==> src/rtl/matrix_mac_datapath_if.sv <==
// matrix_mac_datapath_if: operand stream, controller strobes and result stream of the 2x2 MAC datapath
// master drives operands, controller strobes and res_ready; slave (the datapath) returns op_ready, start and results
interface matrix_mac_datapath_if #(parameter int WIDTH = 8);
  logic               op_valid;
  logic               op_ready;
  logic [WIDTH-1:0]   op_data;
  logic               start;
  logic               load_matrix;
  logic [2:0]         count;
  logic               acc_en;
  logic [1:0]         entry;
  logic               done;
  logic               res_valid;
  logic               res_ready;
  logic [2*WIDTH:0]   res_data;
  modport master (
    output op_valid, op_data, load_matrix, count, acc_en, entry, done, res_ready,
    input  op_ready, start, res_valid, res_data
  );
  modport slave (
    input  op_valid, op_data, load_matrix, count, acc_en, entry, done, res_ready,
    output op_ready, start, res_valid, res_data
  );
endinterface

==> src/rtl/matrix_mac_datapath.sv <==
// matrix_mac_datapath: operand store and multiply-accumulate datapath of the 2x2 matrix multiplier
// ports: clock, reset (async, active-high), bus (slave): operand stream in, start pulse out,
// controller strobes load_matrix/count/acc_en/entry/done in, result stream C00..C11 out
module matrix_mac_datapath #(
  parameter int WIDTH = 8
) (
  input logic                  clock,
  input logic                  reset,
  matrix_mac_datapath_if.slave bus
);
  typedef enum logic [1:0] {LOAD, COMPUTE, DRAIN} state_t;
  state_t                   state_q, state_d;
  logic [2:0]               ld_idx_q, ld_idx_d;
  logic [1:0]               rd_idx_q, rd_idx_d;
  logic                     start_q, start_d;
  logic                     done_prev_q;
  logic signed [WIDTH-1:0]  ops_q [8];
  logic signed [WIDTH-1:0]  ops_d [8];
  logic signed [2*WIDTH-1:0] p_q [8];
  logic signed [2*WIDTH-1:0] p_d [8];
  logic signed [2*WIDTH:0]  c_q [4];
  logic signed [2*WIDTH:0]  c_d [4];
  logic signed [WIDTH-1:0]  a_op, b_op;
  logic signed [2*WIDTH-1:0] prod;
  logic [2*WIDTH-1:0]       p_lo, p_hi;
  logic signed [2*WIDTH:0]  sum;
  assign bus.op_ready  = state_q == LOAD;
  assign bus.res_valid = state_q == DRAIN;
  assign bus.res_data  = bus.res_valid ? c_q[rd_idx_q] : '0;
  assign bus.start     = start_q;
  always_comb begin
    // slots 0..3 hold A row-major, 4..7 hold B row-major; count = {i,j,k}
    a_op = ops_q[{1'b0, bus.count[2], bus.count[0]}];
    b_op = ops_q[{1'b1, bus.count[0], bus.count[1]}];
    prod = $signed({{WIDTH{a_op[WIDTH-1]}}, a_op}) * $signed({{WIDTH{b_op[WIDTH-1]}}, b_op});
    p_lo = p_q[{bus.entry, 1'b0}];
    p_hi = p_q[{bus.entry, 1'b1}];
    sum = $signed({p_lo[2*WIDTH-1], p_lo}) + $signed({p_hi[2*WIDTH-1], p_hi});
    state_d  = state_q;
    ld_idx_d = ld_idx_q;
    rd_idx_d = rd_idx_q;
    start_d  = 1'b0;
    ops_d    = ops_q;
    p_d      = p_q;
    c_d      = c_q;
    if (state_q == LOAD && bus.op_valid) begin
      ops_d[ld_idx_q] = bus.op_data;
      ld_idx_d = ld_idx_q + 3'd1;
      state_d  = ld_idx_q == 3'd7 ? COMPUTE : LOAD;
      start_d  = ld_idx_q == 3'd7;
    end
    if (state_q == COMPUTE) begin
      // a product write wins over a simultaneous accumulate
      if (bus.load_matrix) p_d[bus.count] = prod;
      else if (bus.acc_en) c_d[bus.entry] = sum;
      if (bus.done && !done_prev_q) begin
        state_d  = DRAIN;
        rd_idx_d = 2'd0;
      end
    end
    if (state_q == DRAIN && bus.res_ready) begin
      rd_idx_d = rd_idx_q + 2'd1;
      state_d  = rd_idx_q == 2'd3 ? LOAD : DRAIN;
    end
  end
  always_ff @(posedge clock or posedge reset) begin
    if (reset) begin
      state_q     <= LOAD;
      ld_idx_q    <= '0;
      rd_idx_q    <= '0;
      start_q     <= 1'b0;
      done_prev_q <= 1'b0;
      ops_q       <= '{default: '0};
      p_q         <= '{default: '0};
      c_q         <= '{default: '0};
    end else begin
      state_q     <= state_d;
      ld_idx_q    <= ld_idx_d;
      rd_idx_q    <= rd_idx_d;
      start_q     <= start_d;
      done_prev_q <= bus.done;
      ops_q       <= ops_d;
      p_q         <= p_d;
      c_q         <= c_d;
    end
  end
endmodule

==> src/flat_wrapper.sv <==
// flat-port wrapper written by rule: the top's interface ports become plain ports
module matrix_mac_datapath_flat 
#(
  parameter int WIDTH = 8
)
  (clock, reset, bus_op_valid, bus_op_data, bus_load_matrix, bus_count, bus_acc_en, bus_entry, bus_done, bus_res_ready, bus_op_ready, bus_start, bus_res_valid, bus_res_data);
  matrix_mac_datapath_if #(.WIDTH(WIDTH)) bus_i ();
  input logic clock;
  input logic reset;
  input wire logic [$bits(bus_i.op_valid)-1:0] bus_op_valid;
  input wire logic [$bits(bus_i.op_data)-1:0] bus_op_data;
  input wire logic [$bits(bus_i.load_matrix)-1:0] bus_load_matrix;
  input wire logic [$bits(bus_i.count)-1:0] bus_count;
  input wire logic [$bits(bus_i.acc_en)-1:0] bus_acc_en;
  input wire logic [$bits(bus_i.entry)-1:0] bus_entry;
  input wire logic [$bits(bus_i.done)-1:0] bus_done;
  input wire logic [$bits(bus_i.res_ready)-1:0] bus_res_ready;
  output wire logic [$bits(bus_i.op_ready)-1:0] bus_op_ready;
  output wire logic [$bits(bus_i.start)-1:0] bus_start;
  output wire logic [$bits(bus_i.res_valid)-1:0] bus_res_valid;
  output wire logic [$bits(bus_i.res_data)-1:0] bus_res_data;
  assign bus_i.op_valid = bus_op_valid;
  assign bus_i.op_data = bus_op_data;
  assign bus_i.load_matrix = bus_load_matrix;
  assign bus_i.count = bus_count;
  assign bus_i.acc_en = bus_acc_en;
  assign bus_i.entry = bus_entry;
  assign bus_i.done = bus_done;
  assign bus_i.res_ready = bus_res_ready;
  assign bus_op_ready = bus_i.op_ready;
  assign bus_start = bus_i.start;
  assign bus_res_valid = bus_i.res_valid;
  assign bus_res_data = bus_i.res_data;
  matrix_mac_datapath #(.WIDTH(WIDTH)) u_core (.clock(clock), .reset(reset), .bus(bus_i));
endmodule
==> config.mk <==
export PLATFORM = sky130hd
export DESIGN_NAME = matrix_mac_datapath_flat
export DESIGN_NICKNAME = d
export VERILOG_FILES = /design/src/rtl/matrix_mac_datapath_if.sv /design/src/rtl/matrix_mac_datapath.sv /design/src/flat_wrapper.sv
export SDC_FILE = /design/constraint.sdc
export NUM_CORES = 1
export LEC_CHECK = 0
export ABC_CLOCK_PERIOD_IN_PS = 9530
export CAP_MARGIN = 20
export CORE_AREA = 2 2 217 165
export DETAILED_ROUTE_END_ITERATION = 8
export DIE_AREA = 0 0 219 167
export DONT_BUFFER_PORTS = 1
export GPL_TIMING_DRIVEN = 0
export PLACE_DENSITY_LB_ADDON = 0.3
export SYNTH_ARGS = -nofsm -noshare
export SYNTH_HDL_FRONTEND = slang
export SYNTH_SLANG_ARGS = --single-unit
==> constraint.sdc <==
create_clock -name clock -period 9.53 [get_ports clock]
set_clock_uncertainty 0.05 [all_clocks]
set_input_delay 1.906 -clock clock [delete_from_list [all_inputs] [get_ports clock]]
set_output_delay 1.906 -clock clock [all_outputs]
set_load 0.02 [all_outputs]
# --- After elaboration in Yosys (flattened, before gate mapping) ---
# Index checks and enable logic that the tools add are counted.
totals:
  register_bits: 269
  in_bits: 20
op_classes:
  addsub: 3
  mul: 1
  magnitude_cmp: 11
  eq_ne: 4
  mux: 35
  n_bitwise: 9
  n_reduce_logical: 13
op_table:
  columns: ["op", "count"]
  rows:
  - ["$bwmux W128", 1]
  - ["$bmux W16 S3", 2]
  - ["$mux W16", 5]
  - ["$bwmux W68", 1]
  - ["$mux W17", 4]
  - ["$bwmux W64", 1]
  - ["$bmux W8 S3", 2]
  - ["$demux W16 S3", 1]
  - ["$mux W8", 5]
  - ["$bmux W17 S2", 1]
  - ["$demux W17 S2", 1]
  - ["$demux W8 S3", 1]
  - ["$ge A4 B4 Y1 const B", 6]
  - ["$not A3 Y4", 5]
  - ["$add A16 B16 Y17", 1]
  - ["$mul A8 B8 Y16", 1]
  - ["$mux W2", 8]
  - ["$lt A4 B1 Y1 const B", 2]
  - ["$ge A3 B3 Y1 const B", 2]
  - ["$logic_and A1 B1 Y1", 6]
  - ["$not A2 Y3", 2]
  - ["$eq A2 B2 Y1 const B", 2]
  - ["$not A2 Y4", 1]
  - ["$reduce_and A2 Y1", 2]
  - ["11 further kinds", 13]

# --- Longest topological paths before layout ---
# Gate-level depths: netlist of the first run.
depth:
  ltp_word: 6
  ltp_mapped: 21

# --- Least setup slack after synthesis of the first run ---
# Ideal clock, no wire load.
synth_path:
  path_kind: "input-to-reg"
  start: "in bus_count[0]"
  end: "reg u_core.p_q[110] (netlist bit)"
  t_arrival_ps: 6743
  setup_slack_ps: 2596
  stages: 19
  n_path_buf: 2
  cell_sequence: "buf_2 -> buf_2 -> mux4_2 -> and2_1 -> fa_1 -> inv_1 -> fa_1 -> inv_1 -> fa_1 -> inv_1 -> fa_1 -> inv_1 -> ha_1 -> o21a_1 -> o31a_1 -> nor4b_2 -> o21ai_1 -> xnor2_1 -> o21ai_0"
synth_between:
  elab_chain_cells: 6
  word_cells_on_any_way: 16
  cone_classes: "mul (1); order compare (2); mux (9); bitwise (3); reduce/logical (1)"
synth_rtl:
  columns: ["element", "line_no", "text"]
  rows:
  - ["start: declaration", "flat_wrapper.sv:13", "input wire logic [$bits(bus_i.count)-1:0] bus_count;"]
  - ["$not A2 Y4 (implied by the code), or another cell as far along", "matrix_mac_datapath.sv:33", "a_op = ops_q[{1'b0, bus.count[2], bus.count[0]}];"]
  - ["$bmux W8 S3, or another cell as far along", "matrix_mac_datapath.sv:33", null]
  - ["$mux W8 (implied by the code), or another cell as far along (2 in a row)", "matrix_mac_datapath.sv:33", null]
  - ["$mul A8 B8 Y16 / $demux W16 S3 (equally long branches)", "matrix_mac_datapath.sv:35, matrix_mac_datapath.sv:54", null]
  - ["$bwmux W128 *", "matrix_mac_datapath.sv:54", "if (bus.load_matrix) p_d[bus.count] = prod;"]
  - ["end signal: assignment", "matrix_mac_datapath.sv:83", "p_q <= p_d;"]
  - ["end: declaration", "matrix_mac_datapath.sv:19", "logic signed [2*WIDTH-1:0] p_q [8];"]
# Mark *: on every way between the ends. The rest lies on a longest branch, timed or not. The select of a mux whose other input is x is not followed.
# A chain may end at the register's enable or synchronous reset.

# --- Final worst setup path of the first run ---
layout_path:
  start: "in bus_count[0]"
  end: "reg u_core.p_q[13] (netlist bit)"
# The elaborated chain is that of the path after synthesis.

==> flow_summary.json, run 1 <==
{
  "drive_gt1_frac": 0.227,
  "nets": 1423,
  "cts_hold_buf": 0,
  "setup_tns_ps": 0,
  "place_area_sq_mm": 0.0156,
  "synth_edf_count": 0,
  "drtIter0Drc": 660,
  "synth_warnings": 0,
  "synth-xor-area-share": 0.0163,
  "root_buffer": "clkbuf_16",
  "die_x_microns": 219,
  "synthCells": 1267,
  "netlist_area_sq_mm": 0.0150,
  "synthMuxAreaShare": 0.209,
  "wl_microns": 34200,
  "syn2layout_area_growth_pct": 10.1,
  "dp_slack_ps": 1690,
  "grt_start_max_net_pins": 131,
  "place.gp.congestion": 0.821,
  "path_max_fanout": 10,
  "rows": 59,
  "synth-simple-area-share": 0.105,
  "grt_pass1_vias": 10112,
  "synthFlopType": "dfrtp_1",
  "synth_top_area_cell": "dfrtp_1",
  "cp.required_ps": 9980,
  "clk_path_buf_depth": 3,
  "worst_setup_path_end_kind": "register",
  "worst_pin_slew_ps": 999,
  "antenna_left": 0,
  "grt_pass1_wl_microns": 56900,
  "layout.cells.non_filler": 1778,
  "cts_resized": 0,
  "wl_per_cell_microns": 19.2,
  "io_buffer_count": 0,
  "synth_nets": 1391,
  "initial_core_util": 0.435,
  "cts_sinks": 269,
  "num_vias": 9655,
  "worstSkewPairLatency_ps": 570,
  "max_freq_ghz": 0.138,
  "ys_types": 61,
  "crit_type": "in -> reg",
  "cts.clk_slew.worst_paths_ps": 60,
  "setup_violations": 0,
  "finalCriticalPeriod_ps": 7270,
  "antenna_found_initial": 0,
  "post_cts_buffers": 0,
  "yosys-top-cells-area": "dfrtp_1, mux2_2, mux4_2",
  "finalHoldViolCount": 0,
  "async_reset_ff_frac": 1.00,
  "post-place-cells": 1726,
  "multi_input_area_sq_mm": 0.00769,
  "fin_crit_sh": 0.762,
  "avgSynthCellArea_sq_um": 11.8,
  "final_cell_area_sq_mm": 0.0165,
  "synth_top_family_by_area": "multiplexers",
  "synthTopCellsByCount": "dfrtp_1, nand2_1, mux2_2",
  "outcome": "completed",
  "drv_slew": 0,
  "core_area_sq_mm": 0.0344,
  "drv_cap": 0,
  "viasPerCell": 5.43,
  "die_area_sq_mm": 0.0366,
  "slew_headroom": 0.329,
  "ys_seq_area_frac": 0.450,
  "start_kind": "primary input",
  "post-dp-hpwl_microns": 25600,
  "rsz0062_at_grt": "no",
  "drc": 0,
  "cts_tree": "yes",
  "grt-ovfl-total": 0,
  "n_fill_cell": 3132,
  "synth_top_area_share": 0.450,
  "htree_levels": 1,
  "cts_buffers": 28,
  "crit_arrival_ps": 7710,
  "final-seq-area_sq_mm": 0.00673,
  "die_y_microns": 167,
  "grt_usage": 0.198,
  "drt_first_pass_iters": 8,
  "synth_compound_area_frac": 0.0679,
  "yosysMostFrequentCell": "dfrtp_1",
  "min_path_type": "reg -> reg",
  "setup_ws_ps": 2260,
  "synthAdderAreaFrac": 0.115,
  "pin_count": 40,
  "synth-seq-cells": 269
}
-- layer usage --
layer | part of all wire | vias to the layer above | track usage
li1 | - | 4451 | -
met1 | 0.53 | 5004 | 0.326
met2 | 0.41 | 164 | 0.279
met3 | 0.044 | 36 | 0.0301
met4 | 0.014 | 0 | 0.0326
met5 | 0 | - | 0
-- cells in the final DEF (no fill, tap or decap), types with 12 or more instances in the layout --
cell type / instances
a21oi_1: 29
ha_1: 48
mux2_2: 144
o21ai_0: 105
and2_1: 57
xnor2_1: 14
buf_2: 19
inv_1: 81
dfrtp_1: 269
fa_1: 56
nand2_1: 191
clkbuf_1: 36
xor2_1: 12
nor2_1: 28
nor2b_1: 12
mux4_2: 64
clkbuf_16: 28
-- worst paths after layout --
kind	startpoint	end	slack, ps	cells past startpoint
setup reg to reg	u_core.ops_q[23]	u_core.p_q[13]	3670	18
hold / removal	u_core.p_q[44]	u_core.p_q[44]	420	2
max in group asynchronous	reset	u_core.p_q[106]	6940	3
setup / recovery	bus_count[0]	u_core.p_q[13]	2260	19
min in group asynchronous	reset	u_core.p_q[124]	1120	1
hold reg to reg	u_core.p_q[44]	u_core.p_q[44]	420	2
-- critical path, stage by stage --
cell and delay, ps:
buf_2 280, buf_2 330, mux4_2 660, and2_1 220, fa_1 490, inv_1 50, fa_1 470, inv_1 60
fa_1 540, inv_1 60, fa_1 530, inv_1 40, ha_1 330, o21ai_0 100, o21bai_1 270, o21ai_0 180
nand2b_1 120, xor2_1 760, mux2_2 300
-- through the flow --
step / util / hold WS [ps]
4_1_cts: 0.479 / 428
5_1_grt: 0.479 / 453
2_1_floorplan: - / 391
3_5_place_dp: 0.454 / 412
3_3_place_gp: 0.452 / 407
6_report: 0.479 / 423
-- registers in the layout (all words and copies together) (netlist names) --
| name | count |
|---|---|
| u_core.c_q | 68 |
| u_core.bus.start | 1 |
| u_core.ops_q | 64 |
| u_core.done_prev_q | 1 |
| u_core.p_q | 128 |
| u_core.rd_idx_q | 2 |
| u_core.ld_idx_q | 3 |
| u_core.state_q | 2 |
-- logic make-up after synthesis --
logic type | count (synthesis)
compound gates | 178
flops | 269
buf+inv | 137
fa+ha+maj | 104
mux | 215
xor+xnor | 27
simple gates | 337
-- area by class of cell --
| cell class | instances | area share |
|---|---|---|
| antenna | 1 | 0.000152 |
| buffer | 55 | 0.0147 |
| clock buffer | 36 | 0.0468 |
| clock inverter | 15 | 0.00630 |
| inverter | 82 | 0.0191 |
| multi-input combinational | 861 | 0.467 |
| sequential | 269 | 0.408 |
| tap | 457 | 0.0347 |
| timing repair buffer | 2 | 0.00334 |
Power of run 1 is left out: the tool's default activity adds up to more than one toggle a clock period on the data nets, which glitch-free logic cannot reach.
==> run 2, diff against run 1 <==
ABC_CLOCK_PERIOD_IN_PS = 6250   (was 9530)
clock period = 6.25 ns   (was 9.53 ns; I/O delays follow)
==> run 2 against run 1 <==
Global-route usage up 0.31 points. Worst hold slack better by 2.0 ps. Via count up 1.3%. Register-to-register slack worse by 2700 ps. Non-clock buffer count up 10. Worst setup slack worse by 2000 ps. Cell area up 1.4%. Highest routed layer unchanged. Clock-buffer cell count up 4. Sequential cell count unchanged. First-iteration DRC count down 3.5%. Utilization up 0.65 points.
==> flow_summary.json, run 2 (same netlist as run 1, synthesis figures left out) <==
{
  "finalHoldViolCount": 0,
  "largest_register_ffs": 128,
  "slew_headroom": 0.388,
  "dp_slack_ps": -939,
  "initial_core_util": 0.435,
  "drive_gt1_frac": 0.236,
  "place_area_sq_mm": 0.0157,
  "n_antenna_cell": 0,
  "min_path_type": "reg -> reg",
  "cts_buffers": 26,
  "syn2layout_area_growth_pct": 11.6,
  "worst-r2r-setup-slack_ps": 980,
  "start_kind": "primary input",
  "place.gp.congestion": 0.816,
  "path_max_fanout": 10,
  "antenna_found_initial": 0,
  "die_area_sq_mm": 0.0366,
  "rows": 59,
  "worst_pin_slew_ps": 918,
  "fin_crit_sh": 0.950,
  "setup_ws_ps": 310,
  "finalCriticalPeriod_ps": 5940,
  "worst_setup_path_end_kind": "register",
  "layout.cells.non_filler": 1783,
  "setup_violations": 0,
  "layout_common_cells": "dfrtp_1, nand2_1, mux2_2",
  "wl_microns": 35300,
  "drtIter0Drc": 637,
  "drc": 0,
  "num_vias": 9778,
  "grt-ovfl-total": 0,
  "grt_start_max_net_pins": 43,
  "grt_pass1_vias": 10071,
  "die_x_microns": 219,
  "io_buffer_count": 0,
  "antenna_left": 0,
  "largest-register": "u_core.p_q",
  "nets": 1431,
  "slowest_stage": "mux4_2",
  "outcome": "completed",
  "worstSkewPairLatency_ps": 560,
  "cts_tree": "yes",
  "root_buffer": "clkbuf_16",
  "clk_path_buf_depth": 3,
  "final_cell_area_sq_mm": 0.0167,
  "crit_buf_inv": 8,
  "rsz0062_at_grt": "no",
  "drt_first_pass_iters": 5,
  "cts.clk_slew.worst_paths_ps": 60,
  "wl_per_cell_microns": 19.8,
  "core_area_sq_mm": 0.0344,
  "grt_pass1_wl_microns": 57600,
  "drv_cap": 0,
  "pin_count": 40,
  "post-place-cells": 1731,
  "die_y_microns": 167,
  "cp_cell_sequence": "buf_4 -> buf_8 -> mux4_2 -> buf_4 -> and2_1 -> fa_1 -> inv_1 -> fa_1 -> inv_1 -> fa_1 -> inv_1 -> fa_1 -> inv_1 -> ha_1 -> o21a_1 -> o31a_1 -> nor4b_2 -> o21ai_1 -> xnor2_2 -> buf_4 -> o21ai_0",
  "htree_levels": 1,
  "post-dp-hpwl_microns": 26100,
  "crit_type": "in -> reg",
  "reg_top3": "u_core.p_q: 128 flops, u_core.c_q: 68 flops, u_core.ops_q: 64 flops",
  "crit_arrival_ps": 6340,
  "mostFrequentLayoutCell": "dfrtp_1",
  "grt_usage": 0.201,
  "max_freq_ghz": 0.168,
  "critPathMaxStageDelay_ps": 610,
  "cp.required_ps": 6660,
  "cts_sinks": 269,
  "n_fill_cell": 3108,
  "viasPerCell": 5.48,
  "cp_top_family": "adder cells",
  "drv_slew": 0
}
-- run 2: stage by stage --
stage / setup TNS [ps] / utilization / hold WS, ps
6_report: 0 / 0.486 / 425
3_5_place_dp: -43070 / 0.456 / 415
2_1_floorplan: 0 / - / 391
4_1_cts: 0 / 0.484 / 429
5_1_grt: 0 / 0.486 / 444
3_3_place_gp: -49060 / 0.452 / 407
-- run 2: what timing repair did --
| item | 4_1_cts | 5_1_grt |
|---|---|---|
| resized for setup | 9 | 9 |
| pin swaps | 2 | 2 |
| hold buffers | 0 | 0 |
| buffers inserted | 1 | 4 |
| setup endpoints to repair | 42 | 56 |
-- run 2: path summary, 6_finish.rpt --
kind,cells after the start,from,end
setup / recovery,21,bus_count[1],u_core.p_q[94]
hold / removal,2,u_core.p_q[59],u_core.p_q[59]
setup reg to reg,19,u_core.ops_q[39],u_core.p_q[13]
hold reg to reg,2,u_core.p_q[59],u_core.p_q[59]
max in group asynchronous,5,reset,u_core.ops_q[55]
min in group asynchronous,1,reset,u_core.p_q[108]
-- run 2: final cells by class --
| class | count | area, sq um | share of cell area |
|---|---|---|---|
| plain buffers | 55 | 263 | 0.0157 |
| clock inverters | 7 | 98.8 | 0.00592 |
| flip-flops and latches | 269 | 6730 | 0.403 |
| multi-input cells | 861 | 7770 | 0.465 |
| inverters | 82 | 312 | 0.0186 |
| repair buffers | 12 | 190 | 0.0114 |
| clock buffers | 40 | 773 | 0.0463 |
| well taps | 457 | 572 | 0.0342 |
-- run 2: tightest hold or removal path: cells and delay by family (launching register included) --
family | cells | cell delay [ps]
AO/OA/AOI/OAI | 1 | 60
AND/OR/NAND/NOR | 1 | 40
flip-flops | 1 | 340
-- run 2: layer usage --
layer / up-vias / GRT usage / part of all wire
met5: - / 0 / 0
met4: 0 / 0.0303 / 0.014
met3: 34 / 0.0345 / 0.047
met2: 181 / 0.286 / 0.42
met1: 5119 / 0.327 / 0.52
li1: 4444 / - / -
Power of run 2 is left out for the same reason.
==> run 3, diff against run 2 <==
CAP_MARGIN = default   (was 20)
MAX_ROUTING_LAYER = met4   (was default)
==> run 3 against run 2 <==
Die area did not move. Wire length fell by 0.38%. Worst setup slack got worse by 19 ps. Sequential cell count stayed put. Largest cell class unchanged.
==> flow_summary.json, run 3 (same netlist as run 1, synthesis figures left out) <==
{
  "grt_usage": 0.207,
  "crit_path_end": "u_core.p_q[94]",
  "cp.required_ps": 6650,
  "cts_hold_buf": 0,
  "clk_path_buf_depth": 3,
  "largest-register": "u_core.p_q",
  "mostFrequentLayoutCell": "dfrtp_1",
  "root_buffer": "clkbuf_16",
  "max_freq_ghz": 0.168,
  "die_x_microns": 219,
  "r2r_start": "u_core.ops_q[39]",
  "cts_tree": "yes",
  "drtIter0Drc": 647,
  "slew_headroom": 0.404,
  "start_kind": "primary input",
  "pin_count": 40,
  "path_max_fanout": 10,
  "wl_per_cell_microns": 19.7,
  "nets": 1432,
  "rows": 59,
  "final_util": 0.486,
  "drv_cap": 0,
  "worstSkewPairLatency_ps": 560,
  "antenna_left": 0,
  "worst_setup_path_end_kind": "register",
  "num_vias": 9776,
  "viasPerCell": 5.48,
  "crit_type": "in -> reg",
  "drv_slew": 0,
  "layout.cells.non_filler": 1784,
  "fin_crit_sh": 0.953,
  "cts_sinks": 269,
  "rsz0062_at_grt": "no",
  "critPathLaunch": "bus_count[1]",
  "io_buffer_count": 0,
  "r2r_end": "u_core.p_q[125]",
  "n_antenna_cell": 0,
  "cts.clk_slew.worst_paths_ps": 60,
  "worst_pin_slew_ps": 894,
  "grt_pass1_vias": 10059,
  "min_path_type": "reg -> reg",
  "grt-ovfl-total": 0,
  "die_area_sq_mm": 0.0366,
  "drive_gt1_frac": 0.237,
  "largest_register_ffs": 128,
  "htree_levels": 1,
  "die_y_microns": 167,
  "cts_buffers": 26,
  "layout_common_cells": "dfrtp_1, nand2_1, mux2_2",
  "setup_ws_ps": 291,
  "reg_top3": "u_core.p_q: 128 flops, u_core.c_q: 68 flops, u_core.ops_q: 64 flops",
  "finalHoldViolCount": 0,
  "worst-r2r-setup-slack_ps": 970,
  "grt_pass1_wl_microns": 57400,
  "syn2layout_area_growth_pct": 11.6,
  "finalCriticalPeriod_ps": 5960,
  "dp_slack_ps": -937,
  "wl_microns": 35200,
  "grt_start_max_net_pins": 43,
  "drt_first_pass_iters": 5,
  "core_area_sq_mm": 0.0344,
  "worstRegToRegCells": 19,
  "antenna_found_initial": 0,
  "outcome": "completed",
  "setup_violations": 0,
  "initial_core_util": 0.435,
  "hold_slack_ps": 428,
  "place.gp.congestion": 0.830,
  "post-place-cells": 1731,
  "drc": 0,
  "post-dp-hpwl_microns": 26100,
  "crit_arrival_ps": 6360
}
## run 3: critical path, cell delays in order
cell,delay [ps]
clkbuf_4,200
buf_8,180
mux4_2,620
and2_1,220
fa_1,540
inv_1,60
fa_1,470
inv_1,50
fa_1,530
inv_1,50
fa_1,520
inv_1,40
ha_1,330
o21a_1,190
o31a_1,150
nor4b_2,290
o21ai_1,160
xnor2_2,150
buf_4,170
o21ai_0,170
## run 3: cell type report
type                    count  area, sq um
plain buffers              55          263
clock buffers              41          787
clock inverters             6         71.3
fillers                  3128        17700
inverters                  82          312
multi-input cells         861         7780
flip-flops and latches    269         6730
well taps                 457          572
repair buffers             13          198
## run 3: how the worst min path moves through the flow
stage | start | end | slack [ps] | depth (start not counted)
6_report | u_core.c_q[28] | u_core.c_q[28] | 430 | 2
4_1_cts | u_core.p_q[59] | u_core.p_q[59] | 430 | 2
2_1_floorplan | u_core.c_q[0] | u_core.c_q[0] | 390 | 2
5_1_grt | u_core.c_q[43] | u_core.c_q[43] | 440 | 2
3_5_place_dp | u_core.c_q[41] | u_core.c_q[41] | 410 | 2
3_3_place_gp | u_core.c_q[54] | u_core.c_q[54] | 410 | 2
## run 3: repair_timing
| action | CTS | global route |
|---|---|---|
| endpoints found under the setup margin | 42 | 64 |
| pin swaps | 1 | 4 |
| buffers inserted | 3 | 3 |
| resized for setup | 6 | 17 |
## run 3: metrics by stage
step,setup TNS [ps],instance area [sq um]
2_1_floorplan,0,15000
4_1_cts,0,16600
3_3_place_gp,-49060,15600
3_5_place_dp,-42560,15700
5_1_grt,0,16700
6_report,0,16700
## run 3: metal layers
metal | share of wire | global-route usage
met5 | 0 | -
met4 | 0.013 | 0.0282
met3 | 0.046 | 0.0305
met2 | 0.42 | 0.284
met1 | 0.52 | 0.330
Power of run 3 is left out for the same reason.
